**config.mk**
```make
export PLATFORM = sky130hd
export DESIGN_NAME = dart_turn_scheduler_flat
export DESIGN_NICKNAME = d
export VERILOG_FILES = /design/src/rtl/dart_turn_scheduler_if.sv /design/src/rtl/dart_turn_scheduler.sv /design/src/flat_wrapper.sv
export SDC_FILE = /design/constraint.sdc
export NUM_CORES = 1
export LEC_CHECK = 0
export ABC_AREA = 1
export BUFFER_PORTS_ARGS = -buffer_cell sky130_fd_sc_hd__clkbuf_2
export CORE_ASPECT_RATIO = 1.2
export CORE_UTILIZATION = 51
export DETAILED_ROUTE_END_ITERATION = 8
export GPL_TIMING_DRIVEN = 1
export PLACE_DENSITY_LB_ADDON = 0.15
export SYNTH_ARGS = -nofsm -noshare
export SYNTH_HDL_FRONTEND = slang
export SYNTH_SLANG_ARGS = --single-unit
```
**constraint.sdc**
```tcl
create_clock -name clk -period 2.1 [get_ports clk]
set_clock_uncertainty 0.15 [all_clocks]
set_input_delay 0 -clock clk [delete_from_list [all_inputs] [get_ports clk]]
set_output_delay 0 -clock clk [all_outputs]
set_load 0.02 [all_outputs]
```
**src/rtl/dart_turn_scheduler_if.sv**
```systemverilog
// rtl/dart_turn_scheduler_if.sv - sensor, scorer and status signals of the dart turn scheduler
interface dart_turn_scheduler_if;
  logic       dart_come_i;
  logic [7:0] dart_position_x_i;
  logic [7:0] dart_position_y_i;
  logic       score_req_o;
  logic [7:0] score_x_o;
  logic [7:0] score_y_o;
  logic       score_player_o;
  logic       score_ack_i;
  logic       score_bust_i;
  logic       score_win_i;
  logic       active_player_o;
  logic [1:0] dart_count_o;
  logic       player_1_done_o;
  logic       player_2_done_o;
  logic       player_1_win_o;
  logic       player_2_win_o;
  logic       game_set_o;
  logic       overflow_o;

  // scheduler side
  modport slave (
    input  dart_come_i, dart_position_x_i, dart_position_y_i,
    input  score_ack_i, score_bust_i, score_win_i,
    output score_req_o, score_x_o, score_y_o, score_player_o,
    output active_player_o, dart_count_o, player_1_done_o, player_2_done_o,
    output player_1_win_o, player_2_win_o, game_set_o, overflow_o
  );

  // sensor / scorer / status side
  modport master (
    output dart_come_i, dart_position_x_i, dart_position_y_i,
    output score_ack_i, score_bust_i, score_win_i,
    input  score_req_o, score_x_o, score_y_o, score_player_o,
    input  active_player_o, dart_count_o, player_1_done_o, player_2_done_o,
    input  player_1_win_o, player_2_win_o, game_set_o, overflow_o
  );
endinterface

```
**src/rtl/dart_turn_scheduler.sv**
```systemverilog
// rtl/dart_turn_scheduler.sv - two-player dart hit buffer and turn sequencer; optional idle forfeit via DART_SCHED_TIMEOUT_EN
module dart_turn_scheduler #(
  parameter int DARTS_PER_TURN = 3,
  parameter int FIFO_DEPTH     = 4,
  parameter int TIMEOUT_CYCLES = 1000
) (
  input logic clk,
  input logic reset,
  dart_turn_scheduler_if.slave bus
);
  localparam int           AW       = $clog2(FIFO_DEPTH);
  localparam logic [AW:0]  LP_DEPTH = (AW+1)'(FIFO_DEPTH);
  localparam logic [1:0]   LP_DPT   = 2'(DARTS_PER_TURN);

  typedef enum logic [1:0] {S_RUN, S_TURN_END, S_OVER} state_t;

  state_t          r_state, w_state_nxt;
  logic [15:0]     r_mem [FIFO_DEPTH];
  logic [AW-1:0]   r_wr_ptr, r_rd_ptr;
  logic [AW:0]     r_count;
  logic            r_active, r_overflow, r_p1_win, r_p2_win;
  logic [1:0]      r_dart_count;

  logic            w_empty, w_full, w_req, w_xfer, w_come, w_push, w_drop, w_timeout;
  logic [1:0]      w_cnt_inc;
  logic [15:0]     w_head;

  assign w_empty   = (r_count == '0);
  assign w_full    = (r_count == LP_DEPTH);
  assign w_req     = (r_state == S_RUN) && !w_empty;
  assign w_xfer    = w_req && bus.score_ack_i;
  assign w_come    = bus.dart_come_i && (r_state != S_OVER);
  // a full buffer still takes the hit when the head leaves in the same cycle
  assign w_push    = w_come && (!w_full || w_xfer);
  assign w_drop    = w_come && w_full && !w_xfer;
  assign w_cnt_inc = r_dart_count + 2'd1;
  assign w_head    = r_mem[r_rd_ptr];

`ifdef DART_SCHED_TIMEOUT_EN
  localparam int          TW    = $clog2(TIMEOUT_CYCLES + 1);
  localparam logic [TW-1:0] LP_TO = TW'(TIMEOUT_CYCLES);
  logic [TW-1:0] r_idle;

  // idle counter: runs only in RUN with nothing queued, restarts on any activity
  always_ff @(posedge clk or posedge reset) begin
    if (reset) begin
      r_idle <= '0;
    end else if (r_state != S_RUN || w_push || w_xfer) begin
      r_idle <= '0;
    end else if (w_empty && r_idle != LP_TO) begin
      r_idle <= r_idle + 1'b1;
    end
  end

  assign w_timeout = (r_state == S_RUN) && (r_idle == LP_TO);
`else
  // without the forfeit feature RUN waits forever; the term below is constant 0
  assign w_timeout = 1'b0 & (TIMEOUT_CYCLES == 0);
`endif

  // hit storage; contents need no reset because the count gates every read
  always_ff @(posedge clk) begin
    if (w_push) r_mem[r_wr_ptr] <= {bus.dart_position_x_i, bus.dart_position_y_i};
  end

  // buffer pointers and occupancy
  always_ff @(posedge clk or posedge reset) begin
    if (reset) begin
      r_wr_ptr <= '0;
      r_rd_ptr <= '0;
      r_count  <= '0;
    end else begin
      if (w_push) r_wr_ptr <= r_wr_ptr + 1'b1;
      if (w_xfer) r_rd_ptr <= r_rd_ptr + 1'b1;
      case ({w_push, w_xfer})
        2'b10:   r_count <= r_count + 1'b1;
        2'b01:   r_count <= r_count - 1'b1;
        default: r_count <= r_count;
      endcase
    end
  end

  // state register
  always_ff @(posedge clk or posedge reset) begin
    if (reset) r_state <= S_RUN;
    else       r_state <= w_state_nxt;
  end

  // next-state: win beats bust, bust beats the dart count
  always_comb begin
    w_state_nxt = r_state;
    case (r_state)
      S_RUN: begin
        if (w_xfer) begin
          if (bus.score_win_i)        w_state_nxt = S_OVER;
          else if (bus.score_bust_i)  w_state_nxt = S_TURN_END;
          else if (w_cnt_inc == LP_DPT) w_state_nxt = S_TURN_END;
        end else if (w_timeout) begin
          w_state_nxt = S_TURN_END;
        end
      end
      S_TURN_END: w_state_nxt = S_RUN;
      S_OVER:     w_state_nxt = S_OVER;
      default:    w_state_nxt = S_RUN;
    endcase
  end

  // turn bookkeeping, winner latch and sticky overflow
  always_ff @(posedge clk or posedge reset) begin
    if (reset) begin
      r_dart_count <= 2'd0;
      r_active     <= 1'b0;
      r_p1_win     <= 1'b0;
      r_p2_win     <= 1'b0;
      r_overflow   <= 1'b0;
    end else begin
      if (w_xfer && !bus.score_win_i && !bus.score_bust_i) r_dart_count <= w_cnt_inc;
      if (r_state == S_TURN_END) begin
        r_dart_count <= 2'd0;
        r_active     <= ~r_active;
      end
      if (w_xfer && bus.score_win_i) begin
        if (r_active) r_p2_win <= 1'b1;
        else          r_p1_win <= 1'b1;
      end
      if (w_drop) r_overflow <= 1'b1;
    end
  end

  assign bus.score_req_o     = w_req;
  assign bus.score_x_o       = w_req ? w_head[15:8] : 8'd0;
  assign bus.score_y_o       = w_req ? w_head[7:0]  : 8'd0;
  assign bus.score_player_o  = r_active;
  assign bus.active_player_o = r_active;
  assign bus.dart_count_o    = r_dart_count;
  assign bus.player_1_done_o = (r_state == S_TURN_END) && !r_active;
  assign bus.player_2_done_o = (r_state == S_TURN_END) &&  r_active;
  assign bus.player_1_win_o  = r_p1_win;
  assign bus.player_2_win_o  = r_p2_win;
  assign bus.game_set_o      = (r_state == S_OVER);
  assign bus.overflow_o      = r_overflow;
endmodule
```
**src/flat_wrapper.sv**
```systemverilog
// flat-port wrapper written by rule: the top's interface ports become plain ports
module dart_turn_scheduler_flat 
#(
  parameter int DARTS_PER_TURN = 3,
  parameter int FIFO_DEPTH     = 4,
  parameter int TIMEOUT_CYCLES = 1000
)
  (clk, reset, bus_dart_come_i, bus_dart_position_x_i, bus_dart_position_y_i, bus_score_ack_i, bus_score_bust_i, bus_score_win_i, bus_score_req_o, bus_score_x_o, bus_score_y_o, bus_score_player_o, bus_active_player_o, bus_dart_count_o, bus_player_1_done_o, bus_player_2_done_o, bus_player_1_win_o, bus_player_2_win_o, bus_game_set_o, bus_overflow_o);
  dart_turn_scheduler_if bus_i ();
  input logic clk;
  input logic reset;
  input wire logic [$bits(bus_i.dart_come_i)-1:0] bus_dart_come_i;
  input wire logic [$bits(bus_i.dart_position_x_i)-1:0] bus_dart_position_x_i;
  input wire logic [$bits(bus_i.dart_position_y_i)-1:0] bus_dart_position_y_i;
  input wire logic [$bits(bus_i.score_ack_i)-1:0] bus_score_ack_i;
  input wire logic [$bits(bus_i.score_bust_i)-1:0] bus_score_bust_i;
  input wire logic [$bits(bus_i.score_win_i)-1:0] bus_score_win_i;
  output wire logic [$bits(bus_i.score_req_o)-1:0] bus_score_req_o;
  output wire logic [$bits(bus_i.score_x_o)-1:0] bus_score_x_o;
  output wire logic [$bits(bus_i.score_y_o)-1:0] bus_score_y_o;
  output wire logic [$bits(bus_i.score_player_o)-1:0] bus_score_player_o;
  output wire logic [$bits(bus_i.active_player_o)-1:0] bus_active_player_o;
  output wire logic [$bits(bus_i.dart_count_o)-1:0] bus_dart_count_o;
  output wire logic [$bits(bus_i.player_1_done_o)-1:0] bus_player_1_done_o;
  output wire logic [$bits(bus_i.player_2_done_o)-1:0] bus_player_2_done_o;
  output wire logic [$bits(bus_i.player_1_win_o)-1:0] bus_player_1_win_o;
  output wire logic [$bits(bus_i.player_2_win_o)-1:0] bus_player_2_win_o;
  output wire logic [$bits(bus_i.game_set_o)-1:0] bus_game_set_o;
  output wire logic [$bits(bus_i.overflow_o)-1:0] bus_overflow_o;
  assign bus_i.dart_come_i = bus_dart_come_i;
  assign bus_i.dart_position_x_i = bus_dart_position_x_i;
  assign bus_i.dart_position_y_i = bus_dart_position_y_i;
  assign bus_i.score_ack_i = bus_score_ack_i;
  assign bus_i.score_bust_i = bus_score_bust_i;
  assign bus_i.score_win_i = bus_score_win_i;
  assign bus_score_req_o = bus_i.score_req_o;
  assign bus_score_x_o = bus_i.score_x_o;
  assign bus_score_y_o = bus_i.score_y_o;
  assign bus_score_player_o = bus_i.score_player_o;
  assign bus_active_player_o = bus_i.active_player_o;
  assign bus_dart_count_o = bus_i.dart_count_o;
  assign bus_player_1_done_o = bus_i.player_1_done_o;
  assign bus_player_2_done_o = bus_i.player_2_done_o;
  assign bus_player_1_win_o = bus_i.player_1_win_o;
  assign bus_player_2_win_o = bus_i.player_2_win_o;
  assign bus_game_set_o = bus_i.game_set_o;
  assign bus_overflow_o = bus_i.overflow_o;
  dart_turn_scheduler #(.DARTS_PER_TURN(DARTS_PER_TURN), .FIFO_DEPTH(FIFO_DEPTH), .TIMEOUT_CYCLES(TIMEOUT_CYCLES)) u_core (.clk(clk), .reset(reset), .bus(bus_i));
endmodule
```
Word-level counts from Yosys, hierarchy flattened
Memory sizes are Yosys's and may differ from the RTL's.
Index checks and enable logic that the tools add are counted.
{"block": "totals", "register_bits": 15, "latchBits": 0, "mem_bits_rw": 64, "romBits": 0, "elab_cells": 62, "memories": 1}
{"block": "op_classes", "n_addsub": 5, "n_mul": 0, "div_mod_pow": 0, "magnitude_cmp": 0, "n_eq_ne": 9, "shifts": 0, "muxes": 12, "bitwise": 1, "reduce_logical": 25}
{"memory": "u_core.r_mem", "words": 4, "width": 16, "read_ports": 1, "rd_ports_with_merged_regs": 0, "write_ports": 1, "line": "dart_turn_scheduler.sv:18", "rtl": "logic [15:0] r_mem [FIFO_DEPTH];"}
{"op": "2-to-1 mux 8 bit", "count": 2}
{"op": "2-to-1 mux 2 bit", "count": 6}
{"op": "logical AND 1 bit", "count": 11}
{"op": "adder 2 x 1 -> 2 bit, second input constant", "count": 3}
{"op": "equality test 2 bit, second input constant", "count": 3}
{"op": "zero test 1 bit", "count": 6}
{"op": "one-hot mux 3 bit (2 select lines)", "count": 1}
{"op": "AND reduction 2 bit", "count": 3}
{"op": "equality test 2 x 1 -> 1 bit, second input constant", "count": 2}
{"op": "inequality test 4 bit, second input constant", "count": 1}
{"op": "one-hot mux 2 bit (2 select lines)", "count": 1}
{"op": "nonzero test 2 bit", "count": 2}
{"op": "adder 3 x 1 -> 3 bit, second input constant", "count": 1}
{"op": "equality test 3 bit, second input constant", "count": 1}
{"op": "zero test 3 bit", "count": 1}
{"op": "subtractor 3 x 1 -> 3 bit, second input constant", "count": 1}
{"op": "zero test 2 bit", "count": 1}
{"op": "2-to-1 mux 1 bit", "count": 2}
{"op": "inequality test 2 x 1 -> 1 bit, second input constant", "count": 1}
{"op": "inequality test 2 bit, second input constant", "count": 1}
{"op": "logical OR 1 bit", "count": 1}
{"op": "NOT 1 bit", "count": 1}

Depth between registers and ports, before layout
Gate-level depths: netlist (run 1).
{"block": "depth", "depth_word": 8, "depth_mapped": 10}

Worst setup path before layout (run 1)
No wires, ideal clock.
{"block": "synth_timing", "path_type": "register -> register", "start": "register u_core.r_state[0]", "end": "memory u_core.r_mem[1][0], enable pin", "arrival_ns": 1.591, "required_ns": 1.561, "path_slack_ns": -0.030, "path_stages_with_launch": 6, "path_buffers": 0, "period_less_slack_ns": 2.130, "path_cell_list": "dfrtp_1 nor2_2 nand3_4 nand3_2 nand2_4 nor2_1"}
{"block": "synth_between", "elab_chain_cells": 7, "word_cells_on_any_way": 9, "cone_classes": "eq/ne: 1; mux: 2; reduce/logical: 6"}
{"item": "start, declared", "line": "dart_turn_scheduler.sv:17", "rtl": "state_t r_state, w_state_nxt;"}
{"item": "start signal, assigned", "line": "dart_turn_scheduler.sv:86", "rtl": "else r_state <= w_state_nxt;"}
{"item": "zero test 2 bit", "line": "dart_turn_scheduler.sv:30", "rtl": "assign w_req = (r_state == S_RUN) && !w_empty;"}
{"item": "logical AND 1 bit", "line": "dart_turn_scheduler.sv:30"}
{"item": "logical AND 1 bit", "line": "dart_turn_scheduler.sv:31", "rtl": "assign w_xfer = w_req && bus.score_ack_i;"}
{"item": "logical OR 1 bit", "line": "dart_turn_scheduler.sv:34", "rtl": "assign w_push = w_come && (!w_full || w_xfer);"}
{"item": "logical AND 1 bit (*)", "line": "dart_turn_scheduler.sv:34"}
{"item": "2-to-1 mux 1 bit (*)", "line": "dart_turn_scheduler.sv:63", "rtl": "if (w_push) r_mem[r_wr_ptr] <= {bus.dart_position_x_i, bus.dart_position_y_i};"}
{"item": "2-to-1 mux 1 bit (implied by the code) (*)", "line": "dart_turn_scheduler.sv:63"}
{"item": "end, declared", "line": "dart_turn_scheduler.sv:18"}
Every way passes the cells marked *; elsewhere a longest branch is shown, timed or not.

Worst setup path in the final report (run 1)
{"block": "layout_timing", "start": "register u_core.r_rd_ptr[0]", "end": "output port bus_score_y_o[2]"}
{"block": "layout_between", "elab_chain_cells": 2}
{"item": "start, declared", "line": "dart_turn_scheduler.sv:19", "rtl": "logic [AW-1:0] r_wr_ptr, r_rd_ptr;"}
{"item": "start signal, assigned", "line": "dart_turn_scheduler.sv:74", "rtl": "if (w_xfer) r_rd_ptr <= r_rd_ptr + 1'b1;"}
{"item": "memory read (4 x 16 bit)"}
{"item": "2-to-1 mux 8 bit", "line": "dart_turn_scheduler.sv:132", "rtl": "assign bus.score_y_o = w_req ? w_head[7:0] : 8'd0;"}
{"item": "end, declared", "line": "flat_wrapper.sv:20", "rtl": "output wire logic [$bits(bus_i.score_y_o)-1:0] bus_score_y_o;"}
No other way between the ends.

==> results of run 1 <==
==> flip-flops by register name, indices dropped and copies added (netlist names) <==
signal and flops:
u_core.bus.active_player_o 1, u_core.bus.dart_count_o 2, u_core.bus.overflow_o 1, u_core.bus.player_1_win_o 1, u_core.bus.player_2_win_o 1, u_core.r_count 3
u_core.r_mem 64, u_core.r_rd_ptr 2, u_core.r_state 2, u_core.r_wr_ptr 2
==> critical path, stage by stage, from the launching register on <==
cell and delay (ns):
dfrtp_1 0.38, inv_1 0.29, buf_4 0.26, o21ai_0 0.16, a21oi_1 0.15, clkbuf_2 0.18
==> where the power goes <==
group / internal, uW / leakage (uW) / switching (uW)
registers: 1690 / 0.000758 / 0
logic: 40.0 / 0.000776 / 35.1
clock network: 422 / 0.0000781 / 532
==> worst max-delay path by stage <==
stage | slack, ns | to | cells past startpoint
floorplan | -0.03 | u_core.r_mem[1][0] | 5
global placement | 0.33 | u_core.r_mem[3][3] | 6
detailed placement | 0.29 | u_core.r_count[2] | 10
CTS | 0.11 | bus_score_y_o[6] | 6
global route | 0.03 | bus_score_y_o[4] | 5
finish | 0.18 | bus_score_y_o[2] | 5
==> cells in the final DEF (no fill, tap or decap) <==
cell and instances:
a21oi_1 16, buf_4 9, nor2_4 1, nand3_2 2, dlygate4sd3_1 23, xor2_1 4, clkbuf_1 1, or2_2 1
nand2_4 1, nor3_1 2, fa_1 1, nand4_1 2, nand2_2 4, inv_2 3, clkbuf_8 9, inv_1 20
nand2_1 14, nor2_2 1, xor2_2 1, o21bai_1 3, edfxtp_1 64, clkbuf_2 48, clkinv_2 3, nand3_4 1
ha_1 5, dfrtp_1 15, nand3_1 4, clkinvlp_4 3, nor2_1 72, o21ai_0 35
==> repair_timing <==
action / 4_1_cts / 5_1_grt
setup endpoints to repair: 0 / 2
hold buffers: 23 / 0
hold endpoints to repair: 90 / 0
resized for setup: 0 / 1
==> routing by layer <==
metal / routed length [um] / global-route usage (%)
met4: 119 / 8.80
met1: 3090 / 29.8
met2: 3010 / 31.9
met5: 0 / 0
met3: 252 / 3.13
==> stage by stage <==
stage | setup slack (ns) | hold slack, ns | area [sq um] | TNS, ns
2_1_floorplan | -0.0299 | -0.249 | 3330 | -1.91
3_3_place_gp | 0.327 | -0.0774 | 3670 | 0
3_5_place_dp | 0.287 | -0.0666 | 3670 | 0
4_1_cts | 0.114 | 0.112 | 4060 | 0
5_1_grt | 0.0283 | 0.172 | 4060 | 0
6_report | 0.179 | 0.140 | 4060 | 0
==> area by class of cell <==
type	count	area, sq um	area share [%]
clock buffers	10	128	3.14
clock inverters	6	37.5	0.924
inverters	23	86.3	2.12
multi-input cells	170	875	21.5
flip-flops and latches	79	2300	56.5
well taps	82	103	2.52
repair buffers	80	538	13.2
==> kinds of logic (layout without fill, tap and decap cells) <==
group                      count (synthesis)  in the layout  synth area share, %
AOI/OAI and AO/OA                         54             54                 8.35
xor gates and xnor gates                   5              5                 1.54
adders and majority gates                  6              6                 2.48
buffers and inverters                     35            119                 4.70
DFF                                       79             79                 69.1
and+or+nand+nor                          105            105                 13.8
==> results.md, run 1 <==
- Antenna violations before repair: 0
- Hold Crit Class: in -> async
- P&R area growth vs syn: 22.2%
- Grt ovf: 0
- Clock root buffer: clkbuf_8
- Slew Limit Headroom: between 50% and 60%
- GP Congestion: approximately 0.86
- Vias: 2241
- Max Root-Sink Buffers: 2
- Syn Area/Cell: ~12 sq um
- First-pass GRT wire length: roughly 10000 um
- Io pins: around 50
- R2R Path End: u_core.bus.dart_count_o[1]
- Worst-Margin Slew: between 0.6 and 0.7 ns
- Crit. Startpoint: u_core.r_rd_ptr[0]
- CP Class: reg -> out
- GRT Resource Usage Total: 20.9%
- Req. time, crit path: a little under 2 ns
- Die extent in x: between 70 and 80 um
- CTS tree: built
- Max Clk Rate: around 520 MHz
- Pins Over Slew Limit: 0
- Post-Syn Area: approximately 0.0033 sq mm
- N_diodes: 0
- Antenna-violating nets left: 0
- R2R cell count: 6
- Max VDD drop: ~0.35 mV
- Reg-to-Reg Start: u_core.r_state[0]
- Crit share post-route: between 90% and 100%
- CTS Buf Count: 9
- Sequential fraction of the synthesis area: between 60 and 70%
- Fin. Hold Viols: 0
- Arrival @ worst endpoint: about 1.8 ns
- Routed WL per cell: between 10 and 15 um
- Main area contributors after synthesis: edfxtp_1, dfrtp_1, nor2_1
- Number of global-route vias before repair: approximately 2.1k
- Area leader, netlist: edfxtp_1
- Max cap viols: 0
- Synthesized flop and latch total: roughly 80
- Share of cells above drive strength 1: 23.6%
- Initial DRC Count: 138
- Primary FF master, synth: edfxtp_1
- H-tree Lvls: 3
- Nets: between 300 and 400
- Drt first pass iters: 4
- Final Power: around 2700 uW
- Critical path endpoint category: output port
- Leakage: around 0.0016 uW
- Largest net degree at the start of global routing: 33
- Die height: between 90 and 100 um
- Mapped Nets: between 300 and 400
- Fin cells: 450
- Power Density: around 670 mW/mm^2
- Post-CTS setup buffers: 0
- CP Launch Type: register
- Final HPWL DP: about 4100 um
- Outcome: finished, final reports clean
- Post-synth top cells: nor2_1, edfxtp_1, o21ai_0
- Setup violations, final: 0
- FF-to-FF setup slack: roughly 0.2 ns
- Most common cell in the synthesized netlist: nor2_1
- Clk pin slew, worst setup/hold paths: ~0.08 ns
- Post-layout util: between 60% and 70%
- Post-route minimum period: about 1.9 ns
- Residual DRC: 0
- Count of cell types in the netlist: 28
- Placed cells: 411
- Area of the core: about 0.006 sq mm
- Number of synthesized flops with an enable pin: 64
- PortBufs: 48
- RSZ-0062 raised after global routing: false
- Placement row count: 31
- Fraction of registers with async set/reset: 19.0%
- Vias per Instance: 4.98
- Die Area: between 0.006 and 0.007 sq mm
- Starting Density: about 54%
- Number of synthesis warnings: 0
- Routed WL: ~6500 um
- Synth Instances: around 280
- Crit-path max FO: 13
- Clock sinks: 79
- Top cell type's share of synthesized area: 57.8%
- Worst-Skew Late Latency: between 0.3 and 0.4 ns
- Fillcell total: 454
Note: power is estimated with default switching activity, not from simulation.
==> run 2: changes to the inputs <==
Settings changed: ABC_AREA 1 to default.
==> results.md, run 2 <==
- Critical path's slowest cell: fa_1
- Primary FF master, synth: edfxtp_1
- Max cap viols: 0 (unchanged)
- Die height: 90.6 um (+0.20%)
- Setup ws final: 0.0290 ns (-0.150 ns)
- R2R cell count: 7 (+1)
- Io pins: 49 (unchanged)
- Crit-path max FO: 2 (-11)
- Post-layout util: 68.7% (+2.8 points)
- Clk pin slew, worst setup/hold paths: 0.09 ns (about the same)
- Top cell type's share of synthesized area: 57.5% (-0.24 points)
- Vias per Instance: 5.19 (+4.1%)
- Req. time, crit path: 2.17 ns (+0.22 ns)
- Mapped Nets: 221 (-29%)
- Routed WL: 5750 um (-11%)
- Routed WL per cell: 15.7 um (+9.0%)
- Sequential Area: 0.00230 sq mm (+0.16%)
- Number of synthesis warnings: 0 (unchanged)
- Grt ovf: 0 (unchanged)
- Area leader, netlist: edfxtp_1
- Setup violations, final: 0 (unchanged)
- Share of cells above drive strength 1: 40.0% (+16 points)
- Die extent in x: 75.9 um (+0.20%)
- Drt first pass iters: 5 (+1)
- Die Area: 0.00688 sq mm (+0.40%)
- Number of synthesized flops with an enable pin: 64 (unchanged)
- Crit share post-route: 98.6% (+7.1 points)
- Max VDD drop: 0.893 mV (+150%)
- Max Clk Rate: 483 MHz (-7.2%)
- Multi-input gate area: 962 sq um (+10%)
- Critical path endpoint category: register
- Max Root-Sink Buffers: 2 (unchanged)
- P&R area growth vs syn: 26.8%
- Area of the core: 0.00617 sq mm (unchanged)
- Nets: 308 (-21%)
- Instance count on the critical path: 7 (+2)
- Vias: 1903 (-15%)
- Largest net degree at the start of global routing: 18 (-45%)
- GP Congestion: 0.761 (-11%)
- Setup slack after placement: 0.0692 ns (-0.218 ns)
- CP delay by family, top: simple AND/OR/NAND/NOR gates
- First-pass GRT wire length: 9530 um (-8.4%)
- CP Launch Type: register
- Clock root buffer: clkbuf_8
- Arrival @ worst endpoint: 2.14 ns (+0.37 ns)
- Hold Crit Class: in -> reg
- Post-synth top cells: edfxtp_1, mux4_2, dfrtp_1
- CP bufs+invs: 0 (-3)
- Max FFs per register: 64 (unchanged)
- Pins Over Slew Limit: 0 (unchanged)
- Outcome: finished, final reports clean
- Clock sinks: 79 (unchanged)
- Post-route minimum period: 2.07 ns (+0.150 ns)
- Count of cell types in the netlist: 42 (+50%)
- Placement row count: 31 (unchanged)
- Slew Limit Headroom: 58.8% (-0.50 points)
- RSZ-0062 raised after global routing: true
- Final HPWL DP: 3680 um (-10%)
- Worst-Skew Late Latency: 0.34 ns (about the same)
- Residual DRC: 0 (unchanged)
- Leakage: 0.00161 uW (about the same)
- Antenna-violating nets left: 0 (unchanged)
- Synth Instances: 193 (-32%)
- Worst-Margin Slew: 0.617 ns (+0.00753 ns)
- Most common cell after layout, fill and taps aside: edfxtp_1
- PortBufs: 48 (unchanged)
- FF-to-FF setup slack: 0.03 ns (-0.17 ns)
- GRT Resource Usage Total: 19.3% (-1.6 points)
- Main area contributors after synthesis: edfxtp_1, dfrtp_1, mux4_2
- Largest registers: u_core.r_mem: 64 flops, u_core.r_count: 3 flops
- Fillcell total: 430 (-5.3%)
- H-tree Lvls: 3 (unchanged)
- Most common cell in the synthesized netlist: edfxtp_1
- CTS tree: built
- Antenna violations before repair: 0 (unchanged)
- Fraction of registers with async set/reset: 19.0% (unchanged)
- Initial DRC Count: 89 (-36%)
- Power Density: 1260 mW/mm^2 (+89%)
- Syn Area/Cell: 17.3 sq um (+48%)
- Fin. Hold Viols: 0 (unchanged)
- Sequential fraction of the synthesis area: 68.8% (-0.28 points)
- N_diodes: 0 (unchanged)
- Number of global-route vias before repair: 1967 (-7.2%)
- CTS Buf Count: 9 (unchanged)
- Starting Density: 54.1% (+0.22 points)
- CP Class: reg -> reg
- Post-Syn Area: 0.00334 sq mm (+0.41%)
- Hold depth: 4
- CP Cell Sequence: or3b_4, nor2_4, nand2_2, fa_1, nor2_1, a31oi_1, o31ai_2
- Top reg by flops: u_core.r_mem
- Commonest non-fill, non-tap cells in the layout: edfxtp_1, clkbuf_2, dlygate4sd3_1
- Worst path max stage delay: 0.51 ns (+0.13 ns)
- Synthesized flop and latch total: 79 (unchanged)
-- run 2: cell count changes after synthesis, sizes merged, moves of 11 or more --
| cell | previous run | this run |
|---|---|---|
| mux4 | 0 | 16 |
| a21oi | 16 | 0 |
| inv | 23 | 11 |
| nor2b | 0 | 16 |
| nand2 | 19 | 8 |
| o21ai | 35 | 2 |
| nor2 | 74 | 8 |
-- run 2: cell families after synthesis --
kind of cell	share of synthesized area, %
compound gates	3.26
xor+xnor	1.05
fa+ha+maj	2.47
buf+inv	3.00
flops	68.8
mux	11.7
simple gates	9.70
-- run 2: power breakdown --
part,internal (uW),switching [uW]
sequential,1980,217
combinational,967,1040
clock,565,569
total,3510,1830
-- run 2: area by class of cell --
class	count	area share [%]
clock buffer	9	2.93
timing repair buffer	84	14.7
sequential	79	54.3
clock inverter	7	1.89
multi-input combinational	95	22.7
inverter	11	0.975
tap	82	2.42
-- run 2: stage by stage --
| stage | instance area (sq um) | hold slack [ns] | total power [uW] | TNS (ns) | std cells |
|---|---|---|---|---|---|
| finish | 4230 | 0.0332 | 5340 | 0 | 367 |
| detailed placement | 3810 | -0.0681 | 4210 | 0 | 330 |
| global placement | 3810 | -0.0724 | 4180 | 0 | 330 |
| global route | 4230 | 0.0352 | 5690 | -0.0637 | 367 |
| floorplan | 3350 | -0.249 | 3580 | -0.0340 | 193 |
| CTS | 4210 | 0.0302 | 5380 | 0 | 366 |
-- run 2: path summary, 6_finish.rpt --
path                                            from                         to
max                                u_core.r_state[0]          u_core.r_count[1]
min                                  bus_score_ack_i          u_core.r_count[0]
max reg2reg                        u_core.r_state[0]          u_core.r_count[1]
min reg2reg                u_core.bus.player_2_win_o  u_core.bus.player_2_win_o
max in group asynchronous                      reset         u_core.r_rd_ptr[1]
min in group asynchronous                      reset      u_core.bus.overflow_o
-- run 2: worst register-to-register path, cell delays in order, from the launching register on --
cell     delay [ns]
dfrtp_1        0.39
or3b_4         0.41
nor2_4         0.12
nand2_2        0.06
fa_1           0.51
nor2_1         0.05
a31oi_1        0.18
o31ai_2        0.09
-- run 2: what timing repair did --
item	in CTS	in global routing
pin swaps	0	0
endpoints found under the hold margin	88	0
resized for setup	1	7
setup buffers	0	1
setup endpoints to repair	6	19
hold buffers	20	0
-- run 2: layer usage --
| layer | part of all wire, % | up-vias | global-route usage (%) |
|---|---|---|---|
| li1 | - | 902 | - |
| met1 | 41 | 953 | 24.2 |
| met2 | 55 | 41 | 32.6 |
| met3 | 2.9 | 7 | 4.80 |
| met4 | 1.1 | 0 | 5.56 |
| met5 | 0 | - | 0 |
